`src/rtl/adder_n_pipe_pkg.sv`:
```
// Shared constants for the N-bit pipelined ripple-carry adder.
package adder_n_pipe_pkg;

  // Default operand/result width used when the parent does not override N.
  localparam int ADDER_DEFAULT_N = 32;

endpackage

```
`src/rtl/adder_n_pipe_full_adder.sv`:
```
// One-bit full adder cell built only from gate-level assigns.
// The N-bit adder is a chain of these cells.
module full_adder_1b (
  input  logic a,
  input  logic b,
  input  logic c_in,
  output logic s,
  output logic c_out
);

  // Sum bit is the parity of the three inputs.
  assign s     = a ^ b ^ c_in;

  // Carry out is the majority of the three inputs.
  assign c_out = (a & b) | (a & c_in) | (b & c_in);

endmodule

```
`src/rtl/adder_n_pipe.sv`:
```
// N-bit structural ripple-carry adder with carry and signed-overflow flags.
// The combinational result is usable directly (for example as a - b through
// a + ~b + 1). A one-cycle registered copy with a valid flag feeds
// pipelined datapaths.
module adder_n_pipe
  import adder_n_pipe_pkg::*;
#(
  parameter int N = ADDER_DEFAULT_N
) (
  input  logic         clk,
  input  logic         rst,
  input  logic [N-1:0] a,
  input  logic [N-1:0] b,
  input  logic         c_in,
  input  logic         valid_in,
  output logic [N-1:0] sum,
  output logic         c_out,
  output logic         overflow,
  output logic [N-1:0] sum_q,
  output logic         c_out_q,
  output logic         overflow_q,
  output logic         valid_q
);

  // carry[i] feeds cell i; carry[N] leaves the most significant cell.
  logic [N:0] carry;

  logic [N-1:0] sum_d;
  logic         c_out_d;
  logic         overflow_d;
  logic         valid_d;

  assign carry[0] = c_in;

  // Ripple chain of N full-adder cells, least significant bit first.
  for (genvar i = 0; i < N; i++) begin : g_cell
    full_adder_1b u_fa (
      .a     (a[i]),
      .b     (b[i]),
      .c_in  (carry[i]),
      .s     (sum[i]),
      .c_out (carry[i+1])
    );
  end

  // Unsigned carry out and two's-complement overflow. Overflow is set when
  // the carry into the sign bit differs from the carry out of it.
  assign c_out    = carry[N];
  assign overflow = carry[N] ^ carry[N-1];

  // Next-state values for the output registers. A qualified operation
  // captures the result. An idle cycle keeps the last result and drops valid.
  always_comb begin
    sum_d      = sum_q;
    c_out_d    = c_out_q;
    overflow_d = overflow_q;
    valid_d    = 1'b0;
    if (valid_in) begin
      sum_d      = sum;
      c_out_d    = c_out;
      overflow_d = overflow;
      valid_d    = 1'b1;
    end
  end

  // Output registers. Reset takes priority over a capture on the same edge,
  // so an in-flight result is discarded.
  always_ff @(posedge clk) begin
    if (rst) begin
      sum_q      <= '0;
      c_out_q    <= 1'b0;
      overflow_q <= 1'b0;
      valid_q    <= 1'b0;
    end else begin
      sum_q      <= sum_d;
      c_out_q    <= c_out_d;
      overflow_q <= overflow_d;
      valid_q    <= valid_d;
    end
  end

endmodule

```
`config.mk`:
```
export PLATFORM = sky130hd
export DESIGN_NAME = adder_n_pipe
export DESIGN_NICKNAME = d
export VERILOG_FILES = /design/src/rtl/adder_n_pipe_pkg.sv /design/src/rtl/adder_n_pipe_full_adder.sv /design/src/rtl/adder_n_pipe.sv
export SDC_FILE = /design/constraint.sdc
export NUM_CORES = 1
export LEC_CHECK = 0
export BUFFER_PORTS_ARGS = -buffer_cell sky130_fd_sc_hd__buf_2
export CAP_MARGIN = 10
export CORE_ASPECT_RATIO = 0.6
export CORE_MARGIN = 8
export CORE_UTILIZATION = 39
export DETAILED_ROUTE_END_ITERATION = 10
export GPL_ROUTABILITY_DRIVEN = 0
export GPL_TIMING_DRIVEN = 0
export MAX_ROUTING_LAYER = met4
export PLACE_DENSITY = 0.77
export SETUP_SLACK_MARGIN = 0.2
export SLEW_MARGIN = 10
export SYNTH_ARGS = -nofsm -noshare
export SYNTH_HDL_FRONTEND = slang
export SYNTH_SLANG_ARGS = --single-unit
```
`constraint.sdc`:
```
create_clock -name clk -period 15.9 [get_ports clk]
set_input_delay 1.59 -clock clk [delete_from_list [all_inputs] [get_ports clk]]
set_output_delay 1.59 -clock clk [all_outputs]
set_load 0.01 [all_outputs]
```
Yosys cells after proc, flatten, opt, wreduce, memory -nomap -nowiden
Index checks and enable logic that the tools add are counted.
- register bits: 35
- bits of input ports: 68
- output and inout port bits: 69
- logic and storage cells: 230
- multiplexer cells: 1
- bitwise operators: 225
- operators with widths (cell ; number):
    $and A1 B1 Y1 ; 96
    $xor A1 B1 Y1 ; 65
    $or A1 B1 Y1 ; 64
    $mux W1 ; 1

Logic depth before layout (Yosys ltp)
Gate-level depths: netlist of run 1.
- depth after elaboration: 97
- gate-level depth with buffers: 37
- depth with buffers taken out: 37

Hierarchy
A second synthesis of run 1 with hierarchy kept.
- cells, all modules: 146
- area, all modules: 1914.3 um^2
- modules (own cells, without submodules) (module ; instances ; cells an instance ; area each (um^2) ; seq. area each (um^2)):
    adder_n_pipe ; 1 ; 114 ; 1273.7 ; 700.7
    full_adder_1b ; 32 ; 1 ; 20.0 ; 0.0

Worst setup path before layout of run 1
No wires, ideal clock.
- path kind: in2out
- start: input port a[0]
- end: output port sum[31]
- arrival: 13901 ps
- required time: 14310 ps
- setup slack: 409 ps
- stages: 37
- cell sequence: inv_1 > fa_1 > inv_1 > fa_1 > fa_1 > fa_1 > fa_1 > fa_1 > fa_1 > fa_1 > fa_1 > fa_1 > fa_1 > fa_1 > fa_1 > fa_1 > fa_1 > fa_1 > fa_1 > fa_1 > fa_1 > fa_1 > fa_1 > fa_1 > fa_1 > fa_1 > fa_1 > fa_1 > fa_1 > fa_1 > fa_1 > fa_1 > fa_1 > inv_1 > fa_1 > inv_1 > buf_4
- cells in the longest elaborated chain, start to end: 94
- elaborated cells between the ends (all ways): 125
- RTL lines (element ; RTL line ; text):
    start: declaration ; adder_n_pipe.sv:12 ; input logic [N-1:0] a,
    $and A1 B1 Y1 ; adder_n_pipe_full_adder.sv:15 ; assign c_out = (a & b) | (a & c_in) | (b & c_in);
    $or A1 B1 Y1 (*) (2 in series) ; adder_n_pipe_full_adder.sv:15 ;
    $and A1 B1 Y1 ; adder_n_pipe_full_adder.sv:15 ;
    $or A1 B1 Y1 ; adder_n_pipe_full_adder.sv:15 ;
    $or A1 B1 Y1 (*) ; adder_n_pipe_full_adder.sv:15 ;
    $and A1 B1 Y1 ; adder_n_pipe_full_adder.sv:15 ;
    $or A1 B1 Y1 ; adder_n_pipe_full_adder.sv:15 ;
    $or A1 B1 Y1 (*) ; adder_n_pipe_full_adder.sv:15 ;
    [77 not listed] ; - ;
    $or A1 B1 Y1 (*) ; adder_n_pipe_full_adder.sv:15 ;
    $and A1 B1 Y1 ; adder_n_pipe_full_adder.sv:15 ;
    $or A1 B1 Y1 ; adder_n_pipe_full_adder.sv:15 ;
    $or A1 B1 Y1 (*) ; adder_n_pipe_full_adder.sv:15 ;
    $and A1 B1 Y1 ; adder_n_pipe_full_adder.sv:15 ;
    $or A1 B1 Y1 ; adder_n_pipe_full_adder.sv:15 ;
    $or A1 B1 Y1 (*) ; adder_n_pipe_full_adder.sv:15 ;
    $xor A1 B1 Y1 (*) ; adder_n_pipe_full_adder.sv:12 ; assign s = a ^ b ^ c_in;
    end: declaration ; adder_n_pipe.sv:16 ; output logic [N-1:0] sum,
Mark *: on every way between the ends. The rest lies on a longest branch, timed or not.

Final worst setup path of run 1
Same ends and word-level chain as after synthesis.

==> impl_metrics.ini, run 1 <==
[run_status]
status = complete, no violations

[place]
port-buffer-count = 134
place_ws_ns = -0.5836
dp_cells = 390
place_area_sq_um = 2932
hpwl_um = 4921

[timing]
finalCritPeriodShare = 0.9641
finClkSkew_ns = 0
max_slew_margin = 0.6915
drv_slew = 0
setup_slack_ns = 0.5702
rsz0062_at_grt = no
setup_viol = 0
hold_violations = 0
maxClockFrequency_mhz = 65.23
setup_tns_ns = 0
tightest_slew_ns = 0.4627
min_period_ns = 15.33

[logic_synthesis]
synth_top_area_frac = 0.3222
synth_edf_count = 0
syn_area_sq_um = 2175
yosysTopAreaCell = dfxtp_1
syn_area_per_cell_sq_um = 11.63
ys_ff_latch = 35
yosysWarnings = 0
yosys-top-cells-count = dfxtp_1, buf_4, nor2_1
ys.flop_type = dfxtp_1
synth_fp_nets = 287
async_flop_share = 0
syn_inst = 187
yosysMostFrequentCell = dfxtp_1
ys_seq_area_frac = 0.3222
synthTopCellsByArea = dfxtp_1, fa_1, mux2i_1
synth.distinct_cells = 15

[global_routing]
grt_pass1_vias = 1956
antenna_found_initial = 0
grt_pass1_wl_um = 9370
grt_max_degree = 11
grtUsageTotal = 0.1465
grt-ovfl-total = 0

[final_layout]
antenna_cells = 0
design_area_sq_um = 3087
fin_nets = 428
drive_above_1_share = 0.6140
area_delta_synth_final_pct = 41.94
fillers = 496
final_cell_count_no_fill = 398

[power_and_ir_drop]
power_leakage_nw = 1.630
peakVddDrop_uv = 43.33
p_sw_frac = 0.3103
cellPowerDensity_nw_per_um2 = 95.99
clockPowerShare = 0.235
power_frac_comb = 0.422
power_switching_w = 0.00009193
power_frac_seq = 0.343
intPower_w = 0.0002044

[detailed_routing]
ant_nets = 0
drtPass1Iterations = 4
avgRoutedWirePerCell_um = 14.36
drt_iter0_drc = 38
drc = 0
finalWirelength_um = 5716
avgViaCountPerCell = 4.241
routed-via-count = 1688

[cts]
cts_buffers = 5
root_buffer = clkbuf_8
cts.clk_slew.worst_paths_ns = 0.07
clk_path_buf_depth = 2
cts_tree = yes
clock_sinks = 35
cts_max_level = 2
insertion_delay_ns = 0.28

[job]
cap_violations = 0

[die]
row_count = 21
die_h_um = 73.84
design.core.area_sq_um = 5465
initial_core_util = 0.3979
die_w_um = 112.4
ios = 137
die_area_sq_um = 8300

[min_path]
hold_start = sum_q[0]
hold_class = reg -> reg

[worst_setup_path]
critical-path-max-stage-delay_ns = 0.44
cp_max_fo = 2
reg2reg_from = overflow_q
cp.buffers_inverters = 7
worst_path_max_delay_cell = fa_1
cp.arrival_ns = 13.74
path_delay_family = adder cells
worst_setup_path_end_kind = primary output
crit_start = a[0]
timing_worst_setup_path_type = in -> out
crit_path_frequent_cell = fa_2
required_ns = 14.31
setup.worst_path.start_class = primary input
-- worst paths after layout --
| path | to | slack, ns | cells past startpoint |
|---|---|---|---|
| hold / removal | sum_q[0] | 0.49 | 2 |
| setup reg to reg | overflow_q | 15.22 | 2 |
| hold reg to reg | sum_q[0] | 0.49 | 2 |
| setup / recovery | sum[31] | 0.57 | 39 |
-- kinds of logic after synthesis --
| logic type | synth area share |
|---|---|
| buffers and inverters | 0.1634 |
| DFF | 0.3222 |
| AOI/OAI and AO/OA | 0.01381 |
| muxes | 0.1381 |
| xor gates and xnor gates | 0.004028 |
| and+or+nand+nor | 0.06387 |
| adders and majority gates | 0.2946 |
-- layout make-up --
type	instances	area [sq um]	share of cell area
Timing Repair Buffer	134	670.6	0.2173
Buffer	40	317.8	0.1030
Sequential cell	35	700.7	0.2270
Clock buffer	8	100.1	0.03243
Multi-Input combinational cell	102	1174	0.3802
Tap cell	69	86.33	0.02797
Inverter	10	37.54	0.01216
-- stage by stage --
step	power, W	util	hold slack [ns]
global route	0.0003195	0.5648	0.5232
floorplan	0.0001792	-	0.5046
finish	0.0002963	0.5648	0.4871
global placement	0.0002243	0.5364	0.4684
CTS	0.0003010	0.5616	0.4880
detailed placement	0.0002278	0.5364	0.4763
-- repair_timing --
action                                  in CTS  in global routing
resized for setup                           15                  7
hold buffers                                 0                  0
buffers inserted                             0                  0
endpoints found under the setup margin       4                  3
pin swaps                                    0                  0
-- worst min-delay path, delay by kind of cell, from the launching register on --
family	cells	cell delay, ns
AO/OA/AOI/OAI	1	0.05
AND/OR/NAND/NOR	1	0.08
flip-flops	1	0.31
-- power by group through the flow --
stage           logic, W  clock network (W)  registers [W]
3_3_place_gp    0.000121                  0       0.000103
3_5_place_dp    0.000124                  0       0.000104
2_1_floorplan  0.0000708                  0       0.000108
6_report        0.000125          0.0000696       0.000102
4_1_cts         0.000126          0.0000729       0.000102
5_1_grt         0.000139          0.0000775       0.000103
-- sequential cells by signal, summed over array words and instances (netlist names) --
register and cells:
c_out_q 1, sum_q 32, overflow_q 1, valid_q 1
-- routing by layer --
metal	routed length (um)	GRT usage	vias to the layer above
met4	57	0.04451	0
met3	449	0.05004	6
met1	2491	0.1686	771
met2	2717	0.2402	76
li1	-	-	835
met5	0	-	-
-- cells in the final DEF, fill, tap and decap left out, types with 2 or more instances in the layout --
cell      synthesis  final
a211oi_1          3      3
buf_12            2      2
buf_2             3    137
buf_4            33     33
clkbuf_1          1      2
clkbuf_8          0      7
dfxtp_1          35     35
fa_1             32     10
fa_2              0     22
inv_1            10     10
mux2i_1          30     30
nor2_1           33     33
Power figures use the tool's default switching activity.
==> run 2, diff against run 1 <==
Settings changed: PLACE_DENSITY 0.77 to 0.84.
==> impl_metrics.ini, run 2 (synthesized netlist as in run 1, its figures left out) <==
[global_routing]
grt_max_degree = 11
grt_pass1_vias = 1946
grtUsageTotal = 0.1459
grt-ovfl-total = 0
grt_pass1_wl_um = 9259
antenna_found_initial = 0

[detailed_routing]
routed-via-count = 1721
avgViaCountPerCell = 4.324
drt_iter0_drc = 25
avgRoutedWirePerCell_um = 14.79
finalWirelength_um = 5888
drtPass1Iterations = 4
drc = 0
ant_nets = 0

[final_layout]
regMostFlops = sum_q
largest_reg_flops = 32
layout_commonest_cell = buf_2
area_delta_synth_final_pct = 41.20
drive_above_1_share = 0.6140
fin_nets = 428
final-seq-area_sq_um = 700.7
fillers = 503
antenna_cells = 0
final_cell_mix = buf_2, dfxtp_1, buf_4, nor2_1, mux2i_1
multiInputGateArea_sq_um = 1176
final_cell_count_no_fill = 398

[cts]
cts_buffers = 5
clock_sinks = 35
cts_tree = yes
insertion_delay_ns = 0.27
cts_max_level = 2
root_buffer = clkbuf_8
cts_setup_buffers = 0
cts.clk_slew.worst_paths_ns = 0.06
postCtsHoldBufs = 0
clk_path_buf_depth = 2

[timing]
finClkSkew_ns = 0
drv_slew = 0
max_slew_margin = 0.7064
tightest_slew_ns = 0.4404
finalCritPeriodShare = 0.9649
rsz0062_at_grt = no
maxClockFrequency_mhz = 65.18
setup_viol = 0
hold_violations = 0
min_period_ns = 15.34
setup_tns_ns = 0
setup_slack_ns = 0.5579

[die]
die_w_um = 112.4
die_area_sq_um = 8300
ios = 137
initial_core_util = 0.3979
design.core.area_sq_um = 5465
die_h_um = 73.84
row_count = 21

[place]
dp_cells = 390
port-buffer-count = 134
hpwl_um = 5109
place_ws_ns = -0.5799

[worst_setup_path]
cp_max_fo = 2
critical-path-max-stage-delay_ns = 0.43
cp.arrival_ns = 13.75
path_delay_family = adder cells
setup.worst_path.start_class = primary input
crit_path_frequent_cell = fa_2
worst_path_max_delay_cell = fa_1
timing_worst_setup_path_type = in -> out
required_ns = 14.31
cp.buffers_inverters = 7
worst_setup_path_end_kind = primary output

[power_and_ir_drop]
power_leakage_nw = 1.620
peakVddDrop_uv = 39.70
cellPowerDensity_nw_per_um2 = 94.37

[job]
cap_violations = 0

[min_path]
hold_class = reg -> reg

[run_status]
status = complete, no violations
## run 2: final cells by class
cell class | count | share of cell area
well taps | 69 | 0.02812
clock inverters | 1 | 0.001630
clock buffers | 7 | 0.02486
inverters | 10 | 0.01222
multi-input cells | 102 | 0.3830
repair buffers | 134 | 0.2184
flip-flops and latches | 35 | 0.2282
plain buffers | 40 | 0.1035
## run 2: final timing paths
path / endpoint / startpoint / depth (start not counted) / slack, ns
hold / removal: c_out_q / c_out_q / 2 / 0.48
setup reg to reg: overflow_q / overflow_q / 2 / 15.22
hold reg to reg: c_out_q / c_out_q / 2 / 0.48
setup / recovery: sum[31] / b[0] / 39 / 0.56
## run 2: per-stage QoR
step	cell area [sq um]	utilization	hold WS, ns	total power (W)
floorplan	2175	-	0.5046	0.0001792
global placement	2932	0.5364	0.4680	0.0002246
detailed placement	2932	0.5364	0.4769	0.0002291
CTS	3055	0.5591	0.4877	0.0002947
global route	3070	0.5618	0.5258	0.0003109
finish	3070	0.5618	0.4829	0.0002898
## run 2: timing repair
action	CTS	global route
pin swaps	2	1
cloned	0	0
endpoints found under the setup margin	4	3
resized for setup	17	6
## run 2: per-layer routing
| metal | vias to the layer above | GRT usage | part of all wire |
|---|---|---|---|
| li1 | 838 | - | - |
| met1 | 792 | 0.1650 | 0.41 |
| met2 | 85 | 0.2356 | 0.49 |
| met3 | 6 | 0.06399 | 0.091 |
| met4 | 0 | 0.03561 | 0.0068 |
| met5 | - | - | 0 |
## run 2: power by group
| part | internal [W] | switching (W) | total, W |
|---|---|---|---|
| clock | 0.0000307 | 0.0000309 | 0.0000617 |
| sequential | 0.0000973 | 0.00000434 | 0.000102 |
| combinational | 0.0000679 | 0.0000585 | 0.000126 |
| total | 0.000196 | 0.0000937 | 0.000290 |
## run 2: worst reg2reg max path: stages, from the launching register on
cell     delay, ns
dfxtp_1       0.31
nor3b_1       0.13
a21o_1        0.15
==> run 3, diff against run 2 <==
Settings changed: CORE_UTILIZATION 39 to 37, SYNTH_HIERARCHICAL set to 1.
==> impl_metrics.ini, run 3 <==
[run_status]
status = complete, no violations

[cts]
cts_buffers = 5
cts_tree = yes
root_buffer = clkbuf_8
cts.clk_slew.worst_paths_ns = 0.06
clk_path_buf_depth = 2
clock_sinks = 35
cts_max_level = 2
insertion_delay_ns = 0.27

[global_routing]
grt_max_degree = 11
grt_pass1_vias = 1724
grtUsageTotal = 0.1377
antenna_found_initial = 0
grt-ovfl-total = 0
grt_pass1_wl_um = 8238

[detailed_routing]
avgRoutedWirePerCell_um = 15.10
ant_nets = 0
drtPass1Iterations = 4
routed-via-count = 1584
finalWirelength_um = 5346
drt_iter0_drc = 41
drc = 0
avgViaCountPerCell = 4.475

[final_layout]
final-seq-area_sq_um = 700.7
final_cell_mix = buf_2, dfxtp_1, nor2_1, mux2i_1, fa_2
largest_reg_flops = 32
multiInputGateArea_sq_um = 1189
fillers = 432
fin_nets = 389
drive_above_1_share = 0.5972
antenna_cells = 0
regMostFlops = sum_q
layout_commonest_cell = buf_2
fin_util = 0.5612
area_delta_synth_final_pct = 47.45

[job]
cap_violations = 0

[power_and_ir_drop]
cellPowerDensity_nw_per_um2 = 93.26
peakVddDrop_uv = 44.38
power_leakage_nw = 1.433

[logic_synthesis]
syn_area_per_cell_sq_um = 13.11
ys_seq_area_frac = 0.3660
yosysMostFrequentCell = dfxtp_1
synth_top_area_frac = 0.3660
syn_area_sq_um = 1914
synth_fa_ha_area_frac = 0.3346
synth_fp_nets = 246
yosysTopAreaCell = dfxtp_1
synth.area.mux_share = 0.1725
synth_top_family_by_area = adder cells
synthTopCellsByArea = dfxtp_1, fa_1, mux2i_1
async_flop_share = 0
synth_edf_count = 0
synth_compound_area_frac = 0.003922
synth.distinct_cells = 12
ys.flop_type = dfxtp_1
yosys.area_share.simple = 0.06993
yosys-top-cells-count = dfxtp_1, nor2_1, mux2i_1
synthXorXnorAreaFrac = 0.004575
syn_inst = 146
ys_ff_latch = 35
yosysWarnings = 6

[timing]
finClkSkew_ns = 0
maxClockFrequency_mhz = 65.06
min_period_ns = 15.37
setup_slack_ns = 0.5302
setup_tns_ns = 0
tightest_slew_ns = 0.4490
max_slew_margin = 0.7007
drv_slew = 0
finalCritPeriodShare = 0.9667
setup_viol = 0
rsz0062_at_grt = no
hold_violations = 0

[die]
die_w_um = 108.9
row_count = 20
initial_core_util = 0.3806
design.core.area_sq_um = 5030
die_area_sq_um = 7807
ios = 137
die_h_um = 71.72

[worst_setup_path]
critical-path-max-stage-delay_ns = 0.40
cp_max_fo = 2
timing_worst_setup_path_type = in -> out
cp.arrival_ns = 13.78
setup.worst_path.start_class = primary input
required_ns = 14.31
crit_path_frequent_cell = fa_2
worst_path_max_delay_cell = fa_2
worst_setup_path_end_kind = primary output
r2r_slack_ns = 15.21

[min_path]
hold_class = reg -> reg

[place]
port-buffer-count = 134
place_ws_ns = -0.5635
hpwl_um = 4591
-- run 3: cell types whose count changed in the layout (fill, tap and decap cells not counted), sizes merged, moves of 2 or more --
cell and delta:
buf -31, a211oi -2, mux2i +3, inv -9
-- run 3: cell families (layout without fill, tap and decap cells) --
group | Yosys count | count (layout)
AO/OA/AOI/OAI | 1 | 1
XOR/XNOR | 1 | 1
adder cells (fa/ha/maj) | 32 | 32
buffers and inverters | 9 | 151
flip-flops | 35 | 35
multiplexers | 33 | 33
AND/OR/NAND/NOR | 35 | 35
-- run 3: timing repair --
| action | in CTS | in global routing |
|---|---|---|
| pin swaps | 4 | 3 |
| gates resized for setup | 16 | 7 |
| buffers inserted | 2 | 0 |
| setup endpoints to repair | 4 | 3 |
| hold buffers | 0 | 0 |
-- run 3: layout make-up --
cell class | instances | share of cell area
Timing Repair Buffer | 136 | 0.2429
Buffer | 8 | 0.03147
Sequential cell | 35 | 0.2482
Inverter | 1 | 0.001330
Clock buffer | 6 | 0.02571
Multi-Input combinational cell | 102 | 0.4211
Tap cell | 66 | 0.02926
-- run 3: per-stage QoR --
step           power (W)  instance area (sq um)  instances  hold slack (ns)
2_1_floorplan  0.0001617                   1919        146           0.5047
3_3_place_gp   0.0002030                   2673        346           0.4670
3_5_place_dp   0.0002058                   2673        346           0.4761
4_1_cts        0.0002665                   2805        354           0.4915
5_1_grt        0.0002832                   2823        354           0.5179
6_report       0.0002632                   2823        354           0.4864
-- run 3: report_power, final --
part	total, W	switching [W]	internal [W]	leakage, nW
sequential	0.000102	0.00000425	0.0000974	0.289
combinational	0.000105	0.0000545	0.0000500	1.11
clock	0.0000571	0.0000279	0.0000292	0.0371
-- run 3: path summary, 6_finish.rpt --
check	endpoint	startpoint	depth (start not counted)
hold / removal	sum_q[11]	sum_q[11]	2
setup reg to reg	overflow_q	overflow_q	2
setup / recovery	overflow	a[0]	36
hold reg to reg	sum_q[11]	sum_q[11]	2
-- run 3: critical path: cells and delay by family --
kind	cells	cell delay (ns)
xor gates and xnor gates	1	0.20
adders and majority gates	32	11.67
buffers and inverters	3	0.29
-- run 3: metal layers --
metal / routed length (um) / part of all wire / GRT usage
met2: 2491 / 0.47 / 0.2163
met1: 2216 / 0.41 / 0.1592
met5: 0 / 0 / -
met3: 620 / 0.12 / 0.06267
met4: 18 / 0.0034 / 0.02715
